--- src/rtl/kf8259_pkg.sv ---
// Shared types and helpers for the 8259 in-service / priority logic.
package kf8259_pkg;

    localparam int IR_COUNT = 8;

    typedef enum logic {
        IDLE = 1'b0,
        ACK  = 1'b1
    } state_t;

    // Rotate an IR vector right so that bit 'amount' lands at index 0.
    function automatic logic [7:0] rotate_right(input logic [7:0] vec, input logic [2:0] amount);
        logic [15:0] doubled;
        doubled = {vec, vec} >> amount;
        return doubled[7:0];
    endfunction

    // Inverse of rotate_right.
    function automatic logic [7:0] rotate_left(input logic [7:0] vec, input logic [2:0] amount);
        logic [15:0] doubled;
        doubled = {vec, vec} << amount;
        return doubled[15:8];
    endfunction

    function automatic logic [2:0] one_hot_to_level(input logic [7:0] vec);
        logic [2:0] level;
        level = 3'd0;
        for (int i = 0; i < IR_COUNT; i++) begin
            if (vec[i]) level = 3'(i);
        end
        return level;
    endfunction

    function automatic logic [7:0] level_to_one_hot(input logic [2:0] level);
        return 8'b0000_0001 << level;
    endfunction

endpackage

--- src/rtl/kf8259_priority_resolver.sv ---
// Picks the highest-priority set bit of a vector under rotating priority.
// The highest level is lowest_priority+1 (mod 8), descending cyclically.
module kf8259_priority_resolver
    import kf8259_pkg::*;
(
    input  logic [7:0] request,
    input  logic [2:0] lowest_priority,
    output logic [7:0] one_hot,
    output logic [2:0] level,
    output logic       valid
);

    logic [2:0] amount;
    logic [7:0] rotated;
    logic [7:0] rotated_pick;

    // Rotate so the highest-priority level sits at bit 0, isolate the
    // lowest set bit, then rotate back to absolute IR numbering.
    assign amount       = lowest_priority + 3'd1;
    assign rotated      = rotate_right(request, amount);
    assign rotated_pick = rotated & (~rotated + 8'd1);
    assign one_hot      = rotate_left(rotated_pick, amount);
    assign level        = one_hot_to_level(one_hot);
    assign valid        = |request;

endmodule

--- src/rtl/kf8259_in_service_control.sv ---
// 8259 in-service control: priority resolution, INT generation, the
// two-pulse INTA sequence, ISR maintenance, EOI and priority rotation.
module kf8259_in_service_control
    import kf8259_pkg::*;
#(
    parameter logic [2:0] SPURIOUS_LEVEL = 3'd7
) (
    input  logic       clock,
    input  logic       reset,
    input  logic [7:0] interrupt_request_register,
    input  logic [7:0] interrupt_mask,
    input  logic       auto_eoi_config,
    input  logic       rotate_in_auto_eoi,
    input  logic       end_of_interrupt,
    input  logic       eoi_specific,
    input  logic       eoi_rotate,
    input  logic [2:0] eoi_level,
    input  logic       set_priority,
    input  logic [2:0] priority_level,
    input  logic       interrupt_acknowledge_start,
    input  logic       interrupt_acknowledge_end,
    output logic       interrupt_to_cpu,
    output logic [7:0] in_service_register,
    output logic [7:0] clear_interrupt_request,
    output logic [2:0] interrupt_vector_level,
    output logic       spurious_interrupt
);

    state_t     state;
    state_t     state_next;
    logic [2:0] lowest_priority;
    logic [2:0] lowest_priority_next;
    logic [7:0] isr_next;
    logic [7:0] candidates;
    logic [7:0] req_one_hot;
    logic [7:0] isr_one_hot;
    logic [2:0] req_level;
    logic [2:0] isr_level;
    logic       req_valid;
    logic       isr_valid;
    logic [2:0] req_rank;
    logic [2:0] isr_rank;
    logic       first_ack;
    logic       second_ack;
    logic       int_next;

    assign candidates = interrupt_request_register & ~interrupt_mask;

    kf8259_priority_resolver u_request_resolver (
        .request         (candidates),
        .lowest_priority (lowest_priority),
        .one_hot         (req_one_hot),
        .level           (req_level),
        .valid           (req_valid)
    );

    kf8259_priority_resolver u_in_service_resolver (
        .request         (in_service_register),
        .lowest_priority (lowest_priority),
        .one_hot         (isr_one_hot),
        .level           (isr_level),
        .valid           (isr_valid)
    );

    // Rank 0 is the highest priority; 3-bit wraparound gives the cyclic order.
    assign req_rank = req_level - lowest_priority - 3'd1;
    assign isr_rank = isr_level - lowest_priority - 3'd1;

    assign first_ack  = (state == IDLE) && interrupt_acknowledge_start;
    assign second_ack = (state == ACK) && interrupt_acknowledge_end;

    // Acknowledge FSM next state; pulses in the wrong state are ignored.
    always_comb begin
        state_next = state;
        case (state)
            IDLE:    if (interrupt_acknowledge_start) state_next = ACK;
            ACK:     if (interrupt_acknowledge_end) state_next = IDLE;
            default: state_next = IDLE;
        endcase
    end

    // ISR and rotation update. EOI sees last cycle's ISR; a first-INTA set
    // is applied last so it wins over a clear of the same bit, and
    // set_priority is applied last so it wins over any rotation.
    always_comb begin
        isr_next             = in_service_register;
        lowest_priority_next = lowest_priority;
        if (end_of_interrupt) begin
            if (eoi_specific) begin
                isr_next = isr_next & ~level_to_one_hot(eoi_level);
                if (eoi_rotate) lowest_priority_next = eoi_level;
            end else if (isr_valid) begin
                isr_next = isr_next & ~isr_one_hot;
                if (eoi_rotate) lowest_priority_next = isr_level;
            end
        end
        if (second_ack && auto_eoi_config && !spurious_interrupt) begin
            isr_next = isr_next & ~level_to_one_hot(interrupt_vector_level);
            if (rotate_in_auto_eoi) lowest_priority_next = interrupt_vector_level;
        end
        if (first_ack && req_valid) begin
            isr_next = isr_next | req_one_hot;
        end
        if (set_priority) begin
            lowest_priority_next = priority_level;
        end
    end

    // INT request: held low for the whole acknowledge, otherwise raised when a
    // candidate exists and nothing of equal or higher priority is in service.
    assign int_next = (state_next == IDLE) && req_valid &&
                      (!isr_valid || (req_rank < isr_rank));

    // State, ISR, priority and registered outputs.
    always_ff @(posedge clock) begin
        if (reset) begin
            state                   <= IDLE;
            in_service_register     <= 8'h00;
            lowest_priority         <= 3'd7;
            interrupt_to_cpu        <= 1'b0;
            clear_interrupt_request <= 8'h00;
            interrupt_vector_level  <= 3'd0;
            spurious_interrupt      <= 1'b0;
        end else begin
            state                   <= state_next;
            in_service_register     <= isr_next;
            lowest_priority         <= lowest_priority_next;
            interrupt_to_cpu        <= int_next;
            clear_interrupt_request <= 8'h00;
            if (first_ack) begin
                if (req_valid) begin
                    interrupt_vector_level  <= req_level;
                    clear_interrupt_request <= req_one_hot;
                    spurious_interrupt      <= 1'b0;
                end else begin
                    interrupt_vector_level  <= SPURIOUS_LEVEL;
                    spurious_interrupt      <= 1'b1;
                end
            end
        end
    end

endmodule
--- config.mk ---
export PLATFORM = sky130hd
export DESIGN_NAME = kf8259_in_service_control
export DESIGN_NICKNAME = d
export VERILOG_FILES = /design/src/rtl/kf8259_pkg.sv /design/src/rtl/kf8259_priority_resolver.sv /design/src/rtl/kf8259_in_service_control.sv
export SDC_FILE = /design/constraint.sdc
export NUM_CORES = 1
export LEC_CHECK = 0
export BUFFER_PORTS_ARGS = -buffer_cell sky130_fd_sc_hd__buf_2
export CORE_ASPECT_RATIO = 0.7
export CORE_UTILIZATION = 55
export DETAILED_ROUTE_END_ITERATION = 8
export PLACE_DENSITY = 0.79
export SLEW_MARGIN = 15
export SYNTH_ARGS = -nofsm -noshare
export SYNTH_HDL_FRONTEND = slang
export SYNTH_SLANG_ARGS = --single-unit
--- constraint.sdc ---
create_clock -name clock -period 10.8 [get_ports clock]
set_clock_uncertainty 0.2 [all_clocks]
set_input_delay 2.16 -clock clock [delete_from_list [all_inputs] [get_ports clock]]
set_output_delay 2.16 -clock clock [all_outputs]
set_load 0.005 [all_outputs]
==> impl_metrics.csv, run 1 <==
group,metric,value,unit
power_and_ir_drop,powerDensity,156,nW/µm²
drt,drc,0,
timing,hold_viol,0,
worst_setup_path,path_max_fanout,8,
timing,rsz0062_at_grt,"no",
worst_setup_path,critPathBufInv,1,
drt,wl_per_cell,16.5,µm
grt,grt_pass1_vias,2732,
drt,drt_pass1_iterations,6,
clock_tree,ctsResizeCount,0,
layout,fin_nets,468,
grt,grt_pass1_wl,13700,µm
worst_setup_path,cp-end-kind,"flop",
yosys,synthMuxAreaShare,0.181,
layout,final_cells,500,
timing,finalMaxSlewViolations,0,
layout,drive_gt1_frac,0.215,
worst_setup_path,cp.arrival,5.70,ns
yosys,synth_simple_gate_area_frac,0.322,
worst_setup_path,r2r_end,"interrupt_to_cpu",
die,die_w,90.3,µm
yosys,mappedNetlistArea,3000,µm²
clock_tree,cts_tree,"done",
clock_tree,cts.reportedPaths.clkPinSlew,0.08,ns
worst_setup_path,path_cells,"buf_2 > nand2b_1 > mux4_2 > mux2_2 > nand3_1 > and4b_1 > a221oi_2 > nand3_1 > fa_1 > xnor2_1 > xnor2_1 > ha_1 > nor2b_1 > o21ai_0 > and3_1",
drt,ant_nets,0,
die,die-area,5770,µm²
worst_setup_path,reg2reg_slack,5.86,ns
power_and_ir_drop,power_frac_seq,0.234,
worst_setup_path,worstPathRequired,10.82,ns
power_and_ir_drop,switching_share,0.470,
clock_tree,postCtsSetupBuffers,0,
clock_tree,clk_latency,0.28,ns
power_and_ir_drop,intPower,0.000273,W
yosys,yosysSeqAreaShare,0.167,
yosys,yosysWarnings,0,
power_and_ir_drop,ir_worst_vdd,0.194,mV
clock_tree,cts_root_buf,"clkbuf_8",
worst_setup_path,critical_path.startpoint_type,"primary input",
worst_setup_path,cp_slowest_cell,"mux4_2",
timing,setup_viol,0,
timing,worst_pin_slew,0.629,ns
grt,grtUsageTotal,0.294,
yosys,async_flop_share,0,
layout,nFillCells,484,
yosys,synth-main-ff-cell,"dfxtp_1",
yosys,synthAdderAreaFrac,0.0342,
timing,fin_crit_sh,0.526,
layout,multi_input_area,2350,µm²
layout,post-route-util,0.628,
grt,grt.overflow.total,0,
yosys,syn-instance-count,400,
die,ioPinCount,53,
drt,num_vias,3221,
clock_tree,cts_buffers,3,
worst_setup_path,rr_startpoint,"lowest_priority[0]",
place,place_worst_setup_slack,4.82,ns
power_and_ir_drop,p_comb_frac,0.656,
timing,holdWs,0.356,ns
timing,max_slew_margin,0.570,
die,start_util,0.571,
place,io_buffers,52,
min_path,hold_start,"spurious_interrupt",
place,place.gp.congestion,0.955,
clock_tree,clockBufferDepth,2,
layout,n_antenna_cell,0,
yosys,synth_edf_count,0,
status,status,"completed",
timing,fin_crit,5.68,ns
worst_setup_path,criticalPathCategory,"primary input to flop",
power_and_ir_drop,leakage,1.31,nW
worst_setup_path,cp_top_family,"simple AND/OR/NAND/NOR gates",
min_path,hold_end,"spurious_interrupt",
drt,drtIter0Drc,398,
die,fp.coreArea,5260,µm²
worst_setup_path,reg2reg_depth,18,
layout,syn2layout_area_growth,9.83,%
yosys,ys_types,68,
die,rows,22,
power_and_ir_drop,clockPowerShare,0.110,
die,chipHeight,63.8,µm
timing,fin_tns_setup,0,ns
drt,wirelength,8270,µm
min_path,hp-class,"flop to flop",
clock_tree,htree_levels,1,
worst_setup_path,critPathMaxStageDelay,0.59,ns
timing,fmax,176,MHz
clock_tree,cts_hold_buf,0,
yosys,postSynthAreaPerCell,7.51,µm²
yosys,synth.net_count,439,
min_path,hold_depth,2,
grt,grt_max_degree,66,
timing,fin_ws,5.12,ns
drt,viasPerCell,6.44,
yosys,ys_seq_elements,25,
clock_tree,cts.sinks,25,
yosys,synth_top_family_by_area,"simple AND/OR/NAND/NOR gates",
grt,antenna_found_initial,0,
yosys,synth_xor_area_frac,0.0254,
place,place_inst,496,
layout,final-seq-area,500,µm²
run,cap_violations,0,
place,dp_hpwl,6310,µm
yosys,synth_compound_area_frac,0.219,
power_and_ir_drop,netSwitchingPower,0.000243,W
==> flip-flops by register name, indices dropped and copies added, names as in the netlist <==
| register | flops |
|---|---|
| in_service_register | 8 |
| interrupt_to_cpu | 1 |
| state | 1 |
| clear_interrupt_request | 8 |
| spurious_interrupt | 1 |
| lowest_priority | 3 |
| interrupt_vector_level | 3 |
==> stage by stage <==
stage	total power, W	area (µm²)
finish	0.000516	3300
global route	0.000561	3300
CTS	0.000511	3300
detailed placement	0.000453	3250
global placement	0.000448	3250
floorplan	0.000379	3000
==> placed cells by master (no fill, tap or decap), drive strengths merged, types with 6 or more instances in the layout <==
cell	synthesis	routed
nor2	57	57
nor3	19	19
buf	11	56
and2	7	7
inv	6	6
mux2	11	11
o221ai	6	6
a211oi	7	7
a21oi	21	21
dfxtp	25	25
mux4	9	9
nand3	13	13
o21ai	11	11
nand2	33	33
mux2i	21	21
xnor2	6	6
o22ai	7	7
nand2b	20	20
nor2b	9	9
nor3b	11	11
==> per-layer routing <==
| layer | vias up | global-route usage | wire [µm] |
|---|---|---|---|
| li1 | 1558 | - | - |
| met1 | 1462 | 0.441 | 3770 |
| met2 | 184 | 0.433 | 3510 |
| met3 | 17 | 0.0548 | 882 |
| met4 | 0 | 0.0665 | 109 |
| met5 | - | 0 | 0 |
==> area by class of cell <==
class / instances / share of cell area
clock inverters: 1 / 0.00152
flip-flops and latches: 25 / 0.152
clock buffers: 3 / 0.0125
multi-input cells: 337 / 0.712
well taps: 72 / 0.0273
repair buffers: 56 / 0.0880
inverters: 6 / 0.00683
==> power groups by stage <==
stage,sequential [W],combinational (W),clock (W)
after detailed placement,0.000122,0.000331,0
final,0.000121,0.000338,0.0000568
after CTS,0.000120,0.000333,0.0000574
after floorplan,0.000112,0.000267,0
after global placement,0.000122,0.000326,0
after global routing,0.000122,0.000376,0.0000623
==> worst max-delay path by stage <==
stage | start | endpoint | slack, ns | cells past startpoint
after detailed placement | interrupt_mask[0] | interrupt_to_cpu | 4.82 | 15
after CTS | interrupt_mask[0] | interrupt_to_cpu | 5.11 | 15
final | interrupt_mask[0] | interrupt_to_cpu | 5.12 | 15
after floorplan | interrupt_mask[0] | interrupt_to_cpu | 5.26 | 14
after global routing | interrupt_mask[0] | interrupt_to_cpu | 4.85 | 15
after global placement | interrupt_mask[0] | interrupt_to_cpu | 4.97 | 15
==> cell usage after synthesis (8+ instances only) <==
| master | n | area [µm²] |
|---|---|---|
| a21oi_1 | 21 | 105 |
| clkbuf_1 | 21 | 78.8 |
| dfxtp_1 | 25 | 500 |
| mux2_2 | 10 | 113 |
| mux2i_1 | 21 | 210 |
| mux4_2 | 8 | 180 |
| nand2_1 | 33 | 124 |
| nand2b_1 | 20 | 125 |
| nand3_1 | 13 | 65.1 |
| nor2_1 | 57 | 214 |
| nor2b_1 | 9 | 56.3 |
| nor3_1 | 19 | 95.1 |
| nor3b_1 | 11 | 82.6 |
| o21ai_0 | 11 | 55.1 |
==> tightest hold or removal path, delay by kind of cell (launching register included) <==
| family | cells | cell delay [ns] |
|---|---|---|
| simple gates | 1 | 0.05 |
| flops | 1 | 0.34 |
| mux | 1 | 0.13 |
==> cells by family (layout without fill, tap and decap cells) <==
kind of cell    Yosys count  in the layout
buf+inv                  38             66
compound gates           92             92
mux                      41             41
simple gates            190            190
fa+ha+maj                 7              7
flops                    25             25
xor+xnor                  7              7
Note: power is estimated with default switching activity, not from simulation.
==> inputs of run 2 (changes only) <==
Settings changed: ABC_AREA set to 1.
Clock period 10.8 ns to 5.81 ns, I/O delays scaled along.
==> run 2 against run 1 <==
Against the previous run:
- area after synthesis rose by 1.7%
- non-clock buffer count fell by 1
- sequential share of layout area fell by 0.086 points
- worst hold slack got worse by 0.044 ns
- flip-flop and latch count did not move
- critical path type is now flop to flop
- critical endpoint unchanged
==> impl_metrics.csv, run 2 <==
group,metric,value,unit
place,place.gp.congestion,0.929,
timing,setup_viol,0,
clock_tree,cts_buffers,3,
timing,rsz0062_at_grt,"no",
layout,final_area,3320,µm²
yosys,synth.top_cells.by_count,"nand2_1 (162), nand3_1 (97), inv_1 (53), nor2_1 (30)",
run,cap_violations,0,
power_and_ir_drop,leakage,1.73,nW
yosys,synth-main-ff-cell,"dfxtp_1",
timing,fin_crit_sh,0.821,
layout,syn2layout_area_growth,8.55,%
layout,final-seq-area,500,µm²
timing,worst_pin_slew,0.952,ns
drt,drc,0,
layout,drive_gt1_frac,0.162,
grt,grt_pass1_vias,3239,
worst_setup_path,reg2reg_depth,22,
timing,hold_viol,0,
min_path,hold_start,"spurious_interrupt",
drt,drtIter0Drc,356,
timing,finalMaxSlewViolations,0,
clock_tree,cts_root_buf,"clkbuf_8",
yosys,yosysMostFrequentCell,"nand2_1",
min_path,hold_end,"spurious_interrupt",
die,start_util,0.578,
drt,num_vias,3699,
worst_setup_path,critical_path.startpoint_type,"flop",
yosys,synth_top_area_frac,0.199,
timing,max_slew_margin,0.364,
layout,nFillCells,526,
drt,wl_per_cell,13.9,µm
layout,final_cell_mix,"nand2_1 (162), nand3_1 (97), inv_1 (53), buf_2 (52), nor2_1 (30)",
die,ioPinCount,53,
die,die_w,91.1,µm
worst_setup_path,path_cells,"ha_1 > inv_1 > nand3_1 > nand2_1 > nand2_1 > nand2_1 > inv_2 > o21ai_1 > nand2_1 > nand3_1 > nand2_1 > nor2_1 > nand3_1 > ha_1 > fa_1 > xnor2_1 > xor2_1 > inv_1 > ha_1 > a21oi_1 > a21oi_1 > nor4_1",
worst_setup_path,criticalPathCategory,"flop to flop",
layout,fin_nets,608,
yosys,yosysTopAreaCell,"nand2_1",
worst_setup_path,critPathMaxStageDelay,0.70,ns
drt,drt_pass1_iterations,6,
worst_setup_path,crit_path_frequent_cell,"nand2_1",
worst_setup_path,r2r_end,"interrupt_to_cpu",
yosys,yosysSeqAreaShare,0.164,
worst_setup_path,cp.arrival,4.77,ns
grt,grt.overflow.total,0,
drt,ant_nets,0,
clock_tree,postCtsSetupBuffers,0,
worst_setup_path,cp-end-kind,"flop",
min_path,hold_depth,2,
place,place_area,3270,µm²
worst_setup_path,cp_slowest_cell,"inv_1",
worst_setup_path,rr_startpoint,"lowest_priority[0]",
min_path,hp-class,"flop to flop",
timing,holdWs,0.312,ns
clock_tree,cts.reportedPaths.clkPinSlew,0.10,ns
status,status,"completed",
die,chipHeight,64.4,µm
yosys,ys_types,39,
die,fp.coreArea,5290,µm²
yosys,postSynthAreaPerCell,5.71,µm²
place,place_inst,636,
drt,wirelength,8880,µm
layout,multi_input_area,2160,µm²
clock_tree,cts_tree,"done",
power_and_ir_drop,powerDensity,301,nW/µm²
clock_tree,cts_hold_buf,0,
layout,reg.largest.list,"clear_interrupt_request x8, in_service_register x8",
yosys,ys_seq_elements,25,
yosys,async_flop_share,0,
clock_tree,htree_levels,1,
clock_tree,clockBufferDepth,2,
place,io_buffers,52,
grt,grtUsageTotal,0.312,
clock_tree,clk_latency,0.27,ns
yosys,synth.net_count,574,
clock_tree,cts.sinks,25,
timing,fin_crit,4.77,ns
timing,fmax,210,MHz
yosys,synthTopCellsByArea,"nand2_1 (20%), dfxtp_1 (16%), nand3_1 (16%)",
worst_setup_path,reg2reg_slack,1.04,ns
layout,final_cells,640,
yosys,syn-instance-count,535,
yosys,yosysWarnings,0,
grt,grt_max_degree,38,
worst_setup_path,cp_top_family,"simple AND/OR/NAND/NOR gates",
die,die-area,5860,µm²
worst_setup_path,worstPathRequired,5.80,ns
yosys,mappedNetlistArea,3060,µm²
grt,grt_pass1_wl,15000,µm
layout,n_antenna_cell,0,
worst_setup_path,critPathBufInv,3,
worst_setup_path,path_max_fanout,30,
die,rows,22,
grt,antenna_found_initial,0,
power_and_ir_drop,ir_worst_vdd,0.149,mV
yosys,synth_edf_count,0,
timing,fin_tns_setup,0,ns
drt,viasPerCell,5.78,
clock_tree,ctsResizeCount,0,
place,dp_hpwl,6760,µm
layout,layout_commonest_cell,"nand2_1",
-- run 2: worst max path at each step --
| stage | start | endpoint | slack, ns | cells after the start |
|---|---|---|---|---|
| 2_1_floorplan | interrupt_request_register[6] | interrupt_to_cpu | 1.42 | 26 |
| 3_3_place_gp | interrupt_mask[4] | interrupt_to_cpu | 1.03 | 24 |
| 3_5_place_dp | interrupt_mask[6] | interrupt_to_cpu | 0.88 | 26 |
| 4_1_cts | lowest_priority[0] | interrupt_to_cpu | 1.07 | 22 |
| 5_1_grt | lowest_priority[0] | interrupt_to_cpu | 0.58 | 22 |
| 6_report | lowest_priority[0] | interrupt_to_cpu | 1.04 | 22 |
-- run 2: logic make-up (layout without fill, tap and decap cells) --
family / count (synthesis) / in the layout / synth area share
flops: 25 / 25 / 0.164
simple gates: 332 / 332 / 0.497
xor+xnor: 4 / 4 / 0.0176
buf+inv: 88 / 121 / 0.130
fa+ha+maj: 7 / 7 / 0.0336
compound gates: 79 / 79 / 0.159
-- run 2: metrics by stage --
step | total power [W] | utilization | setup WS (ns)
after floorplan | 0.000733 | - | 1.42
after global placement | 0.000848 | 0.618 | 1.03
after detailed placement | 0.000873 | 0.618 | 0.880
after CTS | 0.000985 | 0.628 | 1.07
after global routing | 0.00109 | 0.628 | 0.582
final | 0.000997 | 0.628 | 1.04
-- run 2: worst min-delay path, cell delays in order (launching register included) --
cell,delay (ns)
dfxtp_1,0.32
inv_1,0.08
a211oi_1,0.07
-- run 2: metal layers --
layer | global-route usage | part of all wire
met2 | 0.473 | 0.42
met3 | 0.0333 | 0.10
met5 | 0 | 0
met4 | 0.0476 | 0.0052
met1 | 0.478 | 0.47
-- run 2: final cells by class --
type	count	area share
Timing Repair Buffer	55	0.0852
Sequential cell	25	0.151
Tap cell	72	0.0271
Clock inverter	1	0.00264
Inverter	62	0.0709
Clock buffer	3	0.0124
Multi-Input combinational cell	422	0.651
-- run 2: report_power, final --
group | switching, W | internal, W | leakage (nW)
registers | 0.0000316 | 0.000194 | 0.206
logic | 0.000440 | 0.000221 | 1.50
clock network | 0.0000608 | 0.0000503 | 0.0261
==> inputs of run 3 (changes only) <==
Clock period 5.81 ns to 5 ns, I/O delays scaled along.
==> run 3 against run 2 <==
Against the previous run:
- largest cell class unchanged
- highest routed layer unchanged
- register-to-register slack lost 0.54 ns
- total power grew 16%
- sequential power grew 16%
- routed wire length shrank 2.6%
- count of clock-buffer cells in the layout grew 1
==> impl_metrics.csv, run 3 (synthesized netlist as in run 2, its figures left out) <==
group,metric,value,unit
worst_setup_path,criticalPathCategory,"flop to flop",
drt,drc,0,
drt,met3_length,820,µm
drt,wirelength,8650,µm
layout,layout_commonest_cell,"nand2_1",
worst_setup_path,critPathBufInv,3,
die,rows,22,
worst_setup_path,cp-end-kind,"flop",
die,fp.coreArea,5290,µm²
drt,num_vias,3694,
drt,viasPerCell,5.76,
timing,fin_tns_setup,0,ns
worst_setup_path,critPathMaxStageDelay,0.37,ns
power_and_ir_drop,total_power,0.00115,W
layout,n_antenna_cell,0,
grt,grt_max_degree,38,
layout,final_area,3330,µm²
worst_setup_path,cp_top_family,"simple AND/OR/NAND/NOR gates",
worst_setup_path,path_max_fanout,23,
timing,fin_crit,4.50,ns
timing,hold_viol,0,
worst_setup_path,cp_slowest_cell,"fa_1",
layout,final_cells,641,
clock_tree,clk_latency,0.27,ns
timing,holdWs,0.296,ns
die,die_w,91.1,µm
timing,max_slew_margin,0.709,
power_and_ir_drop,ir_worst_vdd,0.257,mV
layout,nFillCells,523,
grt,grt.overflow.total,0,
clock_tree,clockBufferDepth,2,
die,die-area,5860,µm²
place,dp_hpwl,6580,µm
layout,fin_nets,609,
clock_tree,cts_root_buf,"clkbuf_8",
place,place_area,3280,µm²
timing,fmax,222,MHz
drt,top_layer,"met4",
clock_tree,htree_levels,1,
drt,drt_pass1_iterations,5,
place,place_inst,637,
timing,finalMaxSlewViolations,0,
clock_tree,cts_tree,"done",
drt,ant_nets,0,
layout,drive_gt1_frac,0.163,
clock_tree,cts.reportedPaths.clkPinSlew,0.08,ns
power_and_ir_drop,leakage,1.73,nW
grt,grt_pass1_wl,14500,µm
drt,wl_met1,4170,µm
clock_tree,cts.sinks,25,
min_path,hp-class,"flop to flop",
clock_tree,cts_buffers,3,
worst_setup_path,cp.arrival,4.48,ns
timing,setup_viol,0,
timing,fin_crit_sh,0.901,
timing,worst_pin_slew,0.436,ns
worst_setup_path,crit_path_frequent_cell,"nand2_1",
run,cap_violations,0,
grt,grt_pass1_vias,3125,
die,ioPinCount,53,
die,start_util,0.578,
layout,final_cell_mix,"nand2_1 (162), nand3_1 (97), inv_1 (52), buf_2 (52), nor2_1 (30)",
worst_setup_path,path_cells,"ha_1 > clkinvlp_4 > nand3_1 > nand2_1 > nand2_1 > nand2_1 > inv_2 > o21ai_0 > o21ai_1 > nand2_1 > nand3_1 > nand2_1 > nor2_1 > nand3_1 > ha_1 > fa_1 > xnor2_1 > xor2_1 > inv_1 > ha_1 > a21oi_1 > a21oi_1 > nor4_1",
worst_setup_path,worstPathRequired,4.98,ns
status,status,"completed",
clock_tree,postCtsSetupBuffers,0,
layout,reg.largest.list,"clear_interrupt_request x8, in_service_register x8",
drt,wl_met2,3570,µm
drt,drtIter0Drc,362,
power_and_ir_drop,powerDensity,346,nW/µm²
layout,syn2layout_area_growth,8.96,%
grt,grtUsageTotal,0.302,
worst_setup_path,critical_path.startpoint_type,"flop",
place,io_buffers,52,
place,place.gp.congestion,0.901,
grt,antenna_found_initial,0,
die,chipHeight,64.4,µm
timing,rsz0062_at_grt,"no",
drt,wl_per_cell,13.5,µm
## run 3: per-stage QoR
stage                     setup slack (ns)   util
after floorplan                      0.773      -
after global placement               0.441  0.620
after detailed placement             0.257  0.620
after CTS                            0.326  0.628
after global routing                0.0399  0.630
final                                0.496  0.630
## run 3: area by class of cell
type,instances,area [µm²],area share
Sequential cell,25,500,0.150
Clock buffer,4,45.0,0.0135
Tap cell,72,90.1,0.0270
Timing Repair Buffer,56,294,0.0883
Inverter,62,241,0.0725
Multi-Input combinational cell,422,2160,0.648
## run 3: where the power goes
group / switching, W / internal [W] / leakage, nW / total [W]
clock: 0.0000607 / 0.0000570 / 0.0228 / 0.000118
sequential: 0.0000359 / 0.000225 / 0.206 / 0.000261
combinational: 0.000513 / 0.000261 / 1.50 / 0.000774
total: 0.000610 / 0.000543 / 1.73 / 0.00115
## run 3: worst reg2reg max path, stage by stage (launching register included)
cell        delay, ns
dfxtp_1          0.34
ha_1             0.35
clkinvlp_4       0.36
nand3_1          0.21
nand2_1          0.14
nand2_1          0.09
nand2_1          0.10
inv_2            0.11
o21ai_0          0.08
o21ai_1          0.14
nand2_1          0.10
nand3_1          0.09
nand2_1          0.10
nor2_1           0.13
nand3_1          0.09
ha_1             0.20
fa_1             0.37
xnor2_1          0.18
xor2_1           0.16
inv_1            0.10
ha_1             0.30
a21oi_1          0.16
a21oi_1          0.09
nor4_1           0.21
## run 3: worst paths after layout
check | from | end | slack [ns] | cells after the start
worst max-delay path | lowest_priority[0] | interrupt_to_cpu | 0.50 | 23
worst min-delay path | spurious_interrupt | spurious_interrupt | 0.30 | 2
worst max register to register | lowest_priority[0] | interrupt_to_cpu | 0.50 | 23
worst min register to register | spurious_interrupt | spurious_interrupt | 0.30 | 2
## run 3: routing by layer
| layer | GRT usage | vias to the layer above |
|---|---|---|
| li1 | - | 1862 |
| met1 | 0.461 | 1639 |
| met2 | 0.445 | 183 |
| met3 | 0.0381 | 10 |
| met4 | 0.0675 | 0 |
| met5 | 0 | - |
## run 3: what timing repair did
item	CTS	global route
hold endpoints to repair	0	0
hold buffers	0	0
setup endpoints to repair	0	1
gates resized for setup	0	4
